===== config.mk =====
export PLATFORM = sky130hd
export DESIGN_NAME = mdr_serdes_flat
export DESIGN_NICKNAME = d
export VERILOG_FILES = /design/src/rtl/mdr_pkg.sv /design/src/rtl/mdr_serdes_if.sv /design/src/rtl/mdr_shifter.sv /design/src/rtl/mdr_serdes.sv /design/src/flat_wrapper.sv
export SDC_FILE = /design/constraint.sdc
export NUM_CORES = 1
export LEC_CHECK = 0
export ABC_CLOCK_PERIOD_IN_PS = 2700
export CAP_MARGIN = 20
export CORE_MARGIN = 2
export CORE_UTILIZATION = 45
export DETAILED_ROUTE_END_ITERATION = 7
export PLACE_DENSITY = 0.82
export SLEW_MARGIN = 15
export SYNTH_ARGS = -nofsm -noshare
export SYNTH_HDL_FRONTEND = slang
export SYNTH_SLANG_ARGS = --single-unit

===== constraint.sdc =====
create_clock -name clk -period 2.7 [get_ports clk]
set_input_delay 0.54 -clock clk [delete_from_list [all_inputs] [get_ports clk]]
set_output_delay 0.54 -clock clk [all_outputs]
set_load 0.05 [all_outputs]

===== src/rtl/mdr_pkg.sv =====
// Shared definitions for the memory data register: FSM states and default bus field widths.
package mdr_pkg;

  localparam int unsigned DefByteW = 8;
  localparam int unsigned DefOpcW  = 4;

  typedef enum logic [1:0] {
    StIdle,
    StLoad,
    StStore
  } state_e;

endpackage


===== src/rtl/mdr_serdes_if.sv =====
// Byte-wide memory bus between the MDR (master) and memory (slave).
interface mdr_serdes_if
  import mdr_pkg::*;
#(
  parameter int unsigned BYTE_W = DefByteW
);

  logic [BYTE_W-1:0] mem_rdata;
  logic              mem_rvalid;
  logic              mem_rready;
  logic [BYTE_W-1:0] mem_wdata;
  logic              mem_wvalid;
  logic              mem_wready;

  modport master (
    input  mem_rdata, mem_rvalid, mem_wready,
    output mem_rready, mem_wdata, mem_wvalid
  );

  modport slave (
    output mem_rdata, mem_rvalid, mem_wready,
    input  mem_rready, mem_wdata, mem_wvalid
  );

endinterface


===== src/rtl/mdr_shifter.sv =====
// Word-wide shift register shared by the load and store paths; bytes enter and leave at the
// end selected by MSB_FIRST.
module mdr_shifter #(
  parameter int unsigned  BYTE_W    = 8,
  parameter int unsigned  NBYTES    = 2,
  parameter bit           MSB_FIRST = 1'b1,
  localparam int unsigned WORD_W    = BYTE_W * NBYTES
) (
  input  logic              clk,
  input  logic              rst_n,
  input  logic              clr_i,
  input  logic              load_i,
  input  logic [WORD_W-1:0] load_data_i,
  input  logic              shift_i,
  input  logic [BYTE_W-1:0] byte_i,
  output logic [BYTE_W-1:0] out_byte_o,
  output logic [WORD_W-1:0] nxt_o
);

  logic [WORD_W-1:0] sr_q;
  logic [WORD_W-1:0] shifted;

  // One shift serves both paths: loads shift a byte in, stores shift zeros behind the output byte.
  if (NBYTES == 1) begin : g_single
    assign shifted    = byte_i;
    assign out_byte_o = sr_q;
  end else if (MSB_FIRST) begin : g_msb
    assign shifted    = {sr_q[WORD_W-BYTE_W-1:0], byte_i};
    assign out_byte_o = sr_q[WORD_W-1 -: BYTE_W];
  end else begin : g_lsb
    assign shifted    = {byte_i, sr_q[WORD_W-1:BYTE_W]};
    assign out_byte_o = sr_q[BYTE_W-1:0];
  end

  assign nxt_o = shifted;

  always_ff @(posedge clk or negedge rst_n) begin
    if (!rst_n) begin
      sr_q <= '0;
    end else if (clr_i) begin
      sr_q <= '0;
    end else if (load_i) begin
      sr_q <= load_data_i;
    end else if (shift_i) begin
      sr_q <= shifted;
    end
  end

endmodule


===== src/rtl/mdr_serdes.sv =====
// Memory data register: assembles bus bytes into a decoded load word and serialises store words
// back onto the byte bus, one transaction at a time.
module mdr_serdes
  import mdr_pkg::*;
#(
  parameter int unsigned  BYTE_W    = DefByteW,
  parameter int unsigned  NBYTES    = 2,
  parameter int unsigned  OPC_W     = DefOpcW,
  parameter int unsigned  ADDR_W    = 12,
  parameter bit           MSB_FIRST = 1'b1,
  localparam int unsigned WORD_W    = BYTE_W * NBYTES
) (
  input  logic              clk,
  input  logic              rst_n,
  input  logic              ld_start,
  input  logic              st_start,
  input  logic              abort,
  input  logic [WORD_W-1:0] st_data,
  mdr_serdes_if.master      bus,
  output logic              busy,
  output logic              done,
  output logic [WORD_W-1:0] word_o,
  output logic [BYTE_W-1:0] byte_o,
  output logic [ADDR_W-1:0] addr_o,
  output logic [OPC_W-1:0]  opc_o
);

  localparam int unsigned CntW = $clog2(NBYTES + 1);

  state_e            state_q;
  logic [CntW-1:0]   cnt_q;
  logic [WORD_W-1:0] word_q;
  logic              rready_q;
  logic              wvalid_q;
  logic              done_q;

  logic              rd_acc;
  logic              wr_acc;
  logic              last_beat;
  logic              sr_clr;
  logic              sr_load;
  logic              sr_shift;
  logic [BYTE_W-1:0] sr_byte;
  logic [WORD_W-1:0] sr_nxt;

  assign rd_acc    = bus.mem_rvalid && rready_q;
  assign wr_acc    = wvalid_q && bus.mem_wready;
  assign last_beat = (cnt_q == CntW'(NBYTES - 1));

  // Shifter controls are gated by abort so a cancelled beat never lands in the register.
  always_comb begin
    sr_clr   = 1'b0;
    sr_load  = 1'b0;
    sr_shift = 1'b0;
    sr_byte  = '0;
    if (!abort) begin
      unique case (state_q)
        StIdle: begin
          if (ld_start)      sr_clr  = 1'b1;
          else if (st_start) sr_load = 1'b1;
        end
        StLoad: begin
          sr_shift = rd_acc;
          sr_byte  = bus.mem_rdata;
        end
        StStore: sr_shift = wr_acc;
        default: ;
      endcase
    end
  end

  mdr_shifter #(
    .BYTE_W   (BYTE_W),
    .NBYTES   (NBYTES),
    .MSB_FIRST(MSB_FIRST)
  ) u_shifter (
    .clk        (clk),
    .rst_n      (rst_n),
    .clr_i      (sr_clr),
    .load_i     (sr_load),
    .load_data_i(st_data),
    .shift_i    (sr_shift),
    .byte_i     (sr_byte),
    .out_byte_o (bus.mem_wdata),
    .nxt_o      (sr_nxt)
  );

  always_ff @(posedge clk or negedge rst_n) begin
    if (!rst_n) begin
      state_q  <= StIdle;
      cnt_q    <= '0;
      word_q   <= '0;
      rready_q <= 1'b0;
      wvalid_q <= 1'b0;
      done_q   <= 1'b0;
    end else begin
      done_q <= 1'b0;
      if (abort) begin
        state_q  <= StIdle;
        rready_q <= 1'b0;
        wvalid_q <= 1'b0;
      end else begin
        unique case (state_q)
          StIdle: begin
            if (ld_start) begin
              state_q  <= StLoad;
              cnt_q    <= '0;
              rready_q <= 1'b1;
            end else if (st_start) begin
              state_q  <= StStore;
              cnt_q    <= '0;
              wvalid_q <= 1'b1;
            end
          end
          StLoad: begin
            if (rd_acc) begin
              cnt_q <= cnt_q + CntW'(1);
              if (last_beat) begin
                word_q   <= sr_nxt;
                rready_q <= 1'b0;
                done_q   <= 1'b1;
                state_q  <= StIdle;
              end
            end
          end
          StStore: begin
            if (wr_acc) begin
              cnt_q <= cnt_q + CntW'(1);
              if (last_beat) begin
                wvalid_q <= 1'b0;
                done_q   <= 1'b1;
                state_q  <= StIdle;
              end
            end
          end
          default: state_q <= StIdle;
        endcase
      end
    end
  end

  assign bus.mem_rready = rready_q;
  assign bus.mem_wvalid = wvalid_q;
  assign busy           = (state_q != StIdle);
  assign done           = done_q;
  assign word_o         = word_q;
  assign byte_o         = word_q[BYTE_W-1:0];
  assign addr_o         = word_q[ADDR_W-1:0];
  assign opc_o          = word_q[WORD_W-1 -: OPC_W];

endmodule


===== src/flat_wrapper.sv =====
// flat-port wrapper written by rule: the top's interface ports become plain ports
module mdr_serdes_flat import mdr_pkg::*;
#(
  parameter int unsigned  BYTE_W    = DefByteW,
  parameter int unsigned  NBYTES    = 2,
  parameter int unsigned  OPC_W     = DefOpcW,
  parameter int unsigned  ADDR_W    = 12,
  parameter bit           MSB_FIRST = 1'b1,
  localparam int unsigned WORD_W    = BYTE_W * NBYTES
)
  (clk, rst_n, ld_start, st_start, abort, st_data, busy, done, word_o, byte_o, addr_o, opc_o, bus_mem_rdata, bus_mem_rvalid, bus_mem_wready, bus_mem_rready, bus_mem_wdata, bus_mem_wvalid);
  mdr_serdes_if #(.BYTE_W(BYTE_W)) bus_i ();
  input  logic clk;
  input  logic rst_n;
  input  logic ld_start;
  input  logic st_start;
  input  logic abort;
  input  logic [WORD_W-1:0] st_data;
  output logic busy;
  output logic done;
  output logic [WORD_W-1:0] word_o;
  output logic [BYTE_W-1:0] byte_o;
  output logic [ADDR_W-1:0] addr_o;
  output logic [OPC_W-1:0] opc_o;
  input wire logic [$bits(bus_i.mem_rdata)-1:0] bus_mem_rdata;
  input wire logic [$bits(bus_i.mem_rvalid)-1:0] bus_mem_rvalid;
  input wire logic [$bits(bus_i.mem_wready)-1:0] bus_mem_wready;
  output wire logic [$bits(bus_i.mem_rready)-1:0] bus_mem_rready;
  output wire logic [$bits(bus_i.mem_wdata)-1:0] bus_mem_wdata;
  output wire logic [$bits(bus_i.mem_wvalid)-1:0] bus_mem_wvalid;
  assign bus_i.mem_rdata = bus_mem_rdata;
  assign bus_i.mem_rvalid = bus_mem_rvalid;
  assign bus_i.mem_wready = bus_mem_wready;
  assign bus_mem_rready = bus_i.mem_rready;
  assign bus_mem_wdata = bus_i.mem_wdata;
  assign bus_mem_wvalid = bus_i.mem_wvalid;
  mdr_serdes #(.BYTE_W(BYTE_W), .NBYTES(NBYTES), .OPC_W(OPC_W), .ADDR_W(ADDR_W), .MSB_FIRST(MSB_FIRST)) u_core (.clk(clk), .rst_n(rst_n), .ld_start(ld_start), .st_start(st_start), .abort(abort), .st_data(st_data), .bus(bus_i), .busy(busy), .done(done), .word_o(word_o), .byte_o(byte_o), .addr_o(addr_o), .opc_o(opc_o));
endmodule

# Word level (Yosys, flattened, before mapping)
# Index checks and enable logic that the tools add are counted.
totals:
  ff_bits: 39
  inputBits: 31
  out_inout_bits: 52
  word_cells: 77
op_classes:
  add_sub_neg: 1
  eq_ne: 14
  n_mux: 41
  n_bitwise: 1
  reduce_logical: 13
op_table:
  columns: ["cell", "n"]
  rows:
  - ["16-bit two-way mux", 3]
  - ["1-bit two-way mux", 20]
  - ["2-bit two-way mux", 10]
  - ["8-bit two-way mux", 2]
  - ["3-bit by 2-bit != test with 1-bit output (second input constant)", 4]
  - ["3-bit != test (second input constant)", 4]
  - ["2-bit one-hot mux with 3 select lines", 2]
  - ["3-bit nonzero test", 4]
  - ["5-bit AND reduction", 2]
  - ["1-bit one-hot mux with 2 select lines", 4]
  - ["4-bit AND reduction", 2]
  - ["2-bit by 1-bit equality test with 1-bit output (second input constant)", 2]
  - ["2-bit by 1-bit != test with 1-bit output (second input constant)", 2]
  - ["4-bit != test (second input constant)", 1]
  - ["3-bit AND reduction", 1]
  - ["2-bit by 1-bit adder with 2-bit output (second input constant)", 1]
  - ["2-bit equality test (second input constant)", 1]
  - ["1-bit logical AND", 2]
  - ["2-bit zero test", 1]
  - ["2-bit nonzero test", 1]
  - ["1-bit inverter", 1]

# Depth between registers and ports, before layout
logic_depth:
  depth_word: 6
  mapped_depth: 8
  ltp_nobuf: 6

# Cells and area by module
# Synthesis repeated with hierarchy kept, for this count alone.
unflattened:
  cells_unflattened: 207
  hier_area_um2: 2342.2
by_module_without_submodules:
  columns: ["mod", "n_inst", "cells_per_inst", "area_each_um2", "seq_area_each_um2"]
  rows:
  - ["mdr_serdes", 1, 128, 1396.3, 575.6]
  - ["mdr_shifter", 1, 79, 945.9, 400.4]

# Worst setup path after synthesis
# No wires, ideal clock.
synth_path:
  kind: "reg2reg"
  from: "reg u_core.wvalid_q (netlist: u_core.bus.mem_wvalid)"
  to: "reg u_core.state_q[1]"
  setup_time_ps: 95
  arrival_ps: 1752
  required_ps: 2605
  slack_ps: 853
  path_stages_with_launch: 5
  path_buffers: 0
  synth_period_minus_slack_ps: 1847
  cell_sequence: "dfrtp_1 a21boi_1 a2111oi_4 or4b_1 o31ai_1"
synth_via:
  elab_chain_len: 3
synth_lines:
  columns: ["item", "line_no", "text"]
  rows:
  - ["start, declared", "mdr_serdes.sv:34", "logic wvalid_q;"]
  - ["start signal, assigned", "mdr_serdes.sv:94", "wvalid_q <= 1'b0;"]
  - ["start signal, assigned", "mdr_serdes.sv:101", "wvalid_q <= 1'b0;"]
  - ["start signal, assigned", "mdr_serdes.sv:112", "wvalid_q <= 1'b1;"]
  - ["1-bit logical AND", "mdr_serdes.sv:47", "assign wr_acc = wvalid_q && bus.mem_wready;"]
  - ["3-bit by 2-bit != test with 1-bit output (no line)", null, null]
  - ["3-bit AND reduction (no line)", null, null]
  - ["end signal, assigned", "mdr_serdes.sv:90", "state_q <= StIdle;"]
  - ["end signal, assigned", "mdr_serdes.sv:99", "state_q <= StIdle;"]
  - ["end signal, assigned", "mdr_serdes.sv:106", "state_q <= StLoad;"]
  - ["end, declared", "mdr_serdes.sv:30", "state_e state_q;"]
# Every way passes these cells.
# A chain may end at the register's enable or synchronous reset.

# Final worst setup path
layout_path:
  from: "reg u_core.state_q[0]"
  to: "out busy"
layout_via:
  elab_chain_len: 1
layout_lines:
  columns: ["item", "line_no", "text"]
  rows:
  - ["2-bit nonzero test", "mdr_serdes.sv:144", "assign busy = (state_q != StIdle);"]
  - ["end, declared", "flat_wrapper.sv:19", "output logic busy;"]
# Every way passes these cells.

==> reports/qor.csv <==
metric,value,unit
GRT Total Usage,19.9,%
Core ar.,0.00444,mm²
clk_lat worst skew,0.29,ns
critical path arrival,2.01,ns
Vias,1717,
# hold bufs at CTS,0,
HPWL after detailed placement,3.69,mm
area of the multi-input gates,893,µm²
syn_nets,251,
Inserted Diodes,0,
Yosys reg bits,39,
worst path required time,2.16,ns
Worst setup EP type,output port,
Worst Max-Slew Pin Slew,0.890,ns
GRT Residual Overflow,0,
crit start category,flop,
status,completed,
CTS max path bufs,2,
GPL Wtd Cong,0.897,
DIE HEIGHT,72.5,µm
"Hold Vio Cnt, Final",0,
CTS root buf,clkbuf_8,
Worst path slowest cell,clkdlybuf4s50_1,
post-synthesis instance area,0.00211,mm²
DR vias/cell,5.23,
PwrDens,738,mW/mm²
Tcrit/Tclk final,94.5,%
Leakage Power,1.29,nW
I/O pin cnt,83,
TNS Setup,0,ns
DRT Wirelength,5.01,mm
initial core utilization,47.5,%
CP dominant cell by count,inv_1,
register area,976,µm²
DR pass1 iterations,4,
Post CTS Setup Buffer Count,0,
PostCTS Resize Cnt,0,
Yosys cell types,35,
Mean Syn Cell Area,9.87,µm²
drt first-iter violations,107,
DRC,0,
Worst Path Max Fanout,9,
Synth warnings,0,
CTS tree,yes,
most frequent cells in the layout,"clkdlybuf4s50_1 (81), dfrtp_1 (39), nand2_1 (35), o21ai_0 (30)",
final setup fails,0,
die area,0.00526,mm²
remaining antenna violation count,0,
worst hold path class,input pin to async pin,
WS Path Type,flop to output port,
"most common cell after layout, fill and taps aside",clkdlybuf4s50_1,
minimum clock period,2.55,ns
"Area growth, synth to finish",38.3,%
VDD IR max,0.000647,V
Pins Over Slew Limit,0,
Rel. slew slack,40.7,%
RSZ-0062 raised after global routing,false,
crit-path cells,inv_1 -> ha_1 -> inv_1 -> clkdlybuf4s50_1,
Clock Pin Slew Worst Setup and Hold Paths,0.08,ns
die width,72.5,µm
maximum operating frequency,0.392,GHz
vias in the first global route,1684,
Worst path max stage delay,0.80,ns
Layout Nets,312,
row cnt,24,
Clock Sinks,39,
skew final,0.00708,ns
max cap viols,0,
port bufs,82,
number of buffers created by CTS,5,
DP Area,0.00280,mm²
H-tree depth,2,
FILL cells,364,
post-route cell area,0.00292,mm²
Syn Inst Count,214,
first-pass GRT wire length,8.09,mm
largest net degree at the start of global routing,40,
initial antenna violation count,0,
WL/cell,15.3,µm
post-synthesis sequential area ratio,46.2,%
layout cells sized above 1,10.1,%
==> routing by layer <==
metal | GRT usage, % | wire length, µm
met1 | 25.7 | 2180
met2 | 33.8 | 2510
met3 | 4.72 | 292
met4 | 5.35 | 33
met5 | 0 | 0
==> layout make-up <==
type / instances / share of cell area, %
Clock buffer: 6 / 2.83
Clock inverter: 2 / 1.20
Inverter: 6 / 0.771
Multi-Input combinational cell: 137 / 30.6
Sequential cell: 39 / 33.4
Tap cell: 52 / 2.23
Timing Repair Buffer: 86 / 29.0
==> cells by family after synthesis <==
| family | count (synthesis) | share of synthesized area [%] |
|---|---|---|
| AOI/OAI and AO/OA | 50 | 14.1 |
| adders and majority gates | 6 | 3.55 |
| buffers and inverters | 38 | 11.5 |
| DFF | 39 | 46.2 |
| muxes | 18 | 9.01 |
| and+or+nand+nor | 63 | 15.6 |
==> sequential cells by signal, summed over array words and instances, names as in the netlist <==
register               count
u_core.bus.mem_rready      1
u_core.bus.mem_wvalid      1
u_core.cnt_q               2
u_core.done                1
u_core.state_q             2
u_core.u_shifter.sr_q     16
u_core.word_o             16
==> where the power goes <==
part           switching [mW]  internal (mW)
logic                   0.558          0.362
registers              0.0627          0.659
clock network           0.215          0.299
==> worst paths after layout <==
kind	cells after the start	startpoint	slack (ns)	endpoint
min	1	rst_n	0.37	u_core.u_shifter.sr_q[1]
max reg2reg	6	u_core.state_q[0]	0.71	u_core.state_q[1]
max in group asynchronous	1	rst_n	1.78	u_core.word_o[4]
max	4	u_core.state_q[0]	0.15	busy
min reg2reg	2	u_core.u_shifter.sr_q[14]	0.48	u_core.u_shifter.sr_q[14]
min in group clk	2	u_core.u_shifter.sr_q[14]	0.48	u_core.u_shifter.sr_q[14]
==> metrics by stage <==
step | cells | setup slack [ns] | hold WS [ns] | power, mW | util (%)
final | 328 | 0.149 | 0.368 | 2.16 | 65.7
after global routing | 328 | 0.0593 | 0.431 | 2.28 | 65.7
after CTS | 328 | 0.140 | 0.387 | 2.17 | 65.7
after detailed placement | 320 | 0.435 | 0.470 | 1.65 | 63.1
after global placement | 320 | 0.470 | 0.462 | 1.64 | 63.1
after floorplan | 214 | 0.853 | 0.244 | 1.37 | -
==> cells in the mapped netlist, drive strengths merged <==
cell,number,area (µm²)
nor2,2,7.51
o21ai,30,150
nand4bb,1,11.3
o31ai,1,7.51
nand3,1,5.00
nand2b,1,6.26
mux2,8,90.1
or3,1,6.26
mux2i,10,100
or4b,1,10.0
a21oi,10,50.1
nor2b,2,12.5
nand3b,1,7.51
o22ai,1,6.26
nand2,35,131
and2,1,7.51
a2111oi,1,27.5
a311o,1,10.0
nor3b,1,18.8
and3,10,63.8
ha,6,75.1
o21a,1,7.51
buf,27,201
nand4,3,18.8
a31o,1,8.76
clkbuf,5,18.8
inv,6,22.5
dfrtp,39,976
nor4,1,6.26
and2b,2,17.5
a21boi,4,30.0
==> worst max-delay path: cells and delay by family, from the launching register on <==
kind | cells | cell delay [ns]
buf+inv | 3 | 1.02
flops | 1 | 0.40
fa+ha+maj | 1 | 0.31
No activity file was read; power rests on OpenSTA's default activity.
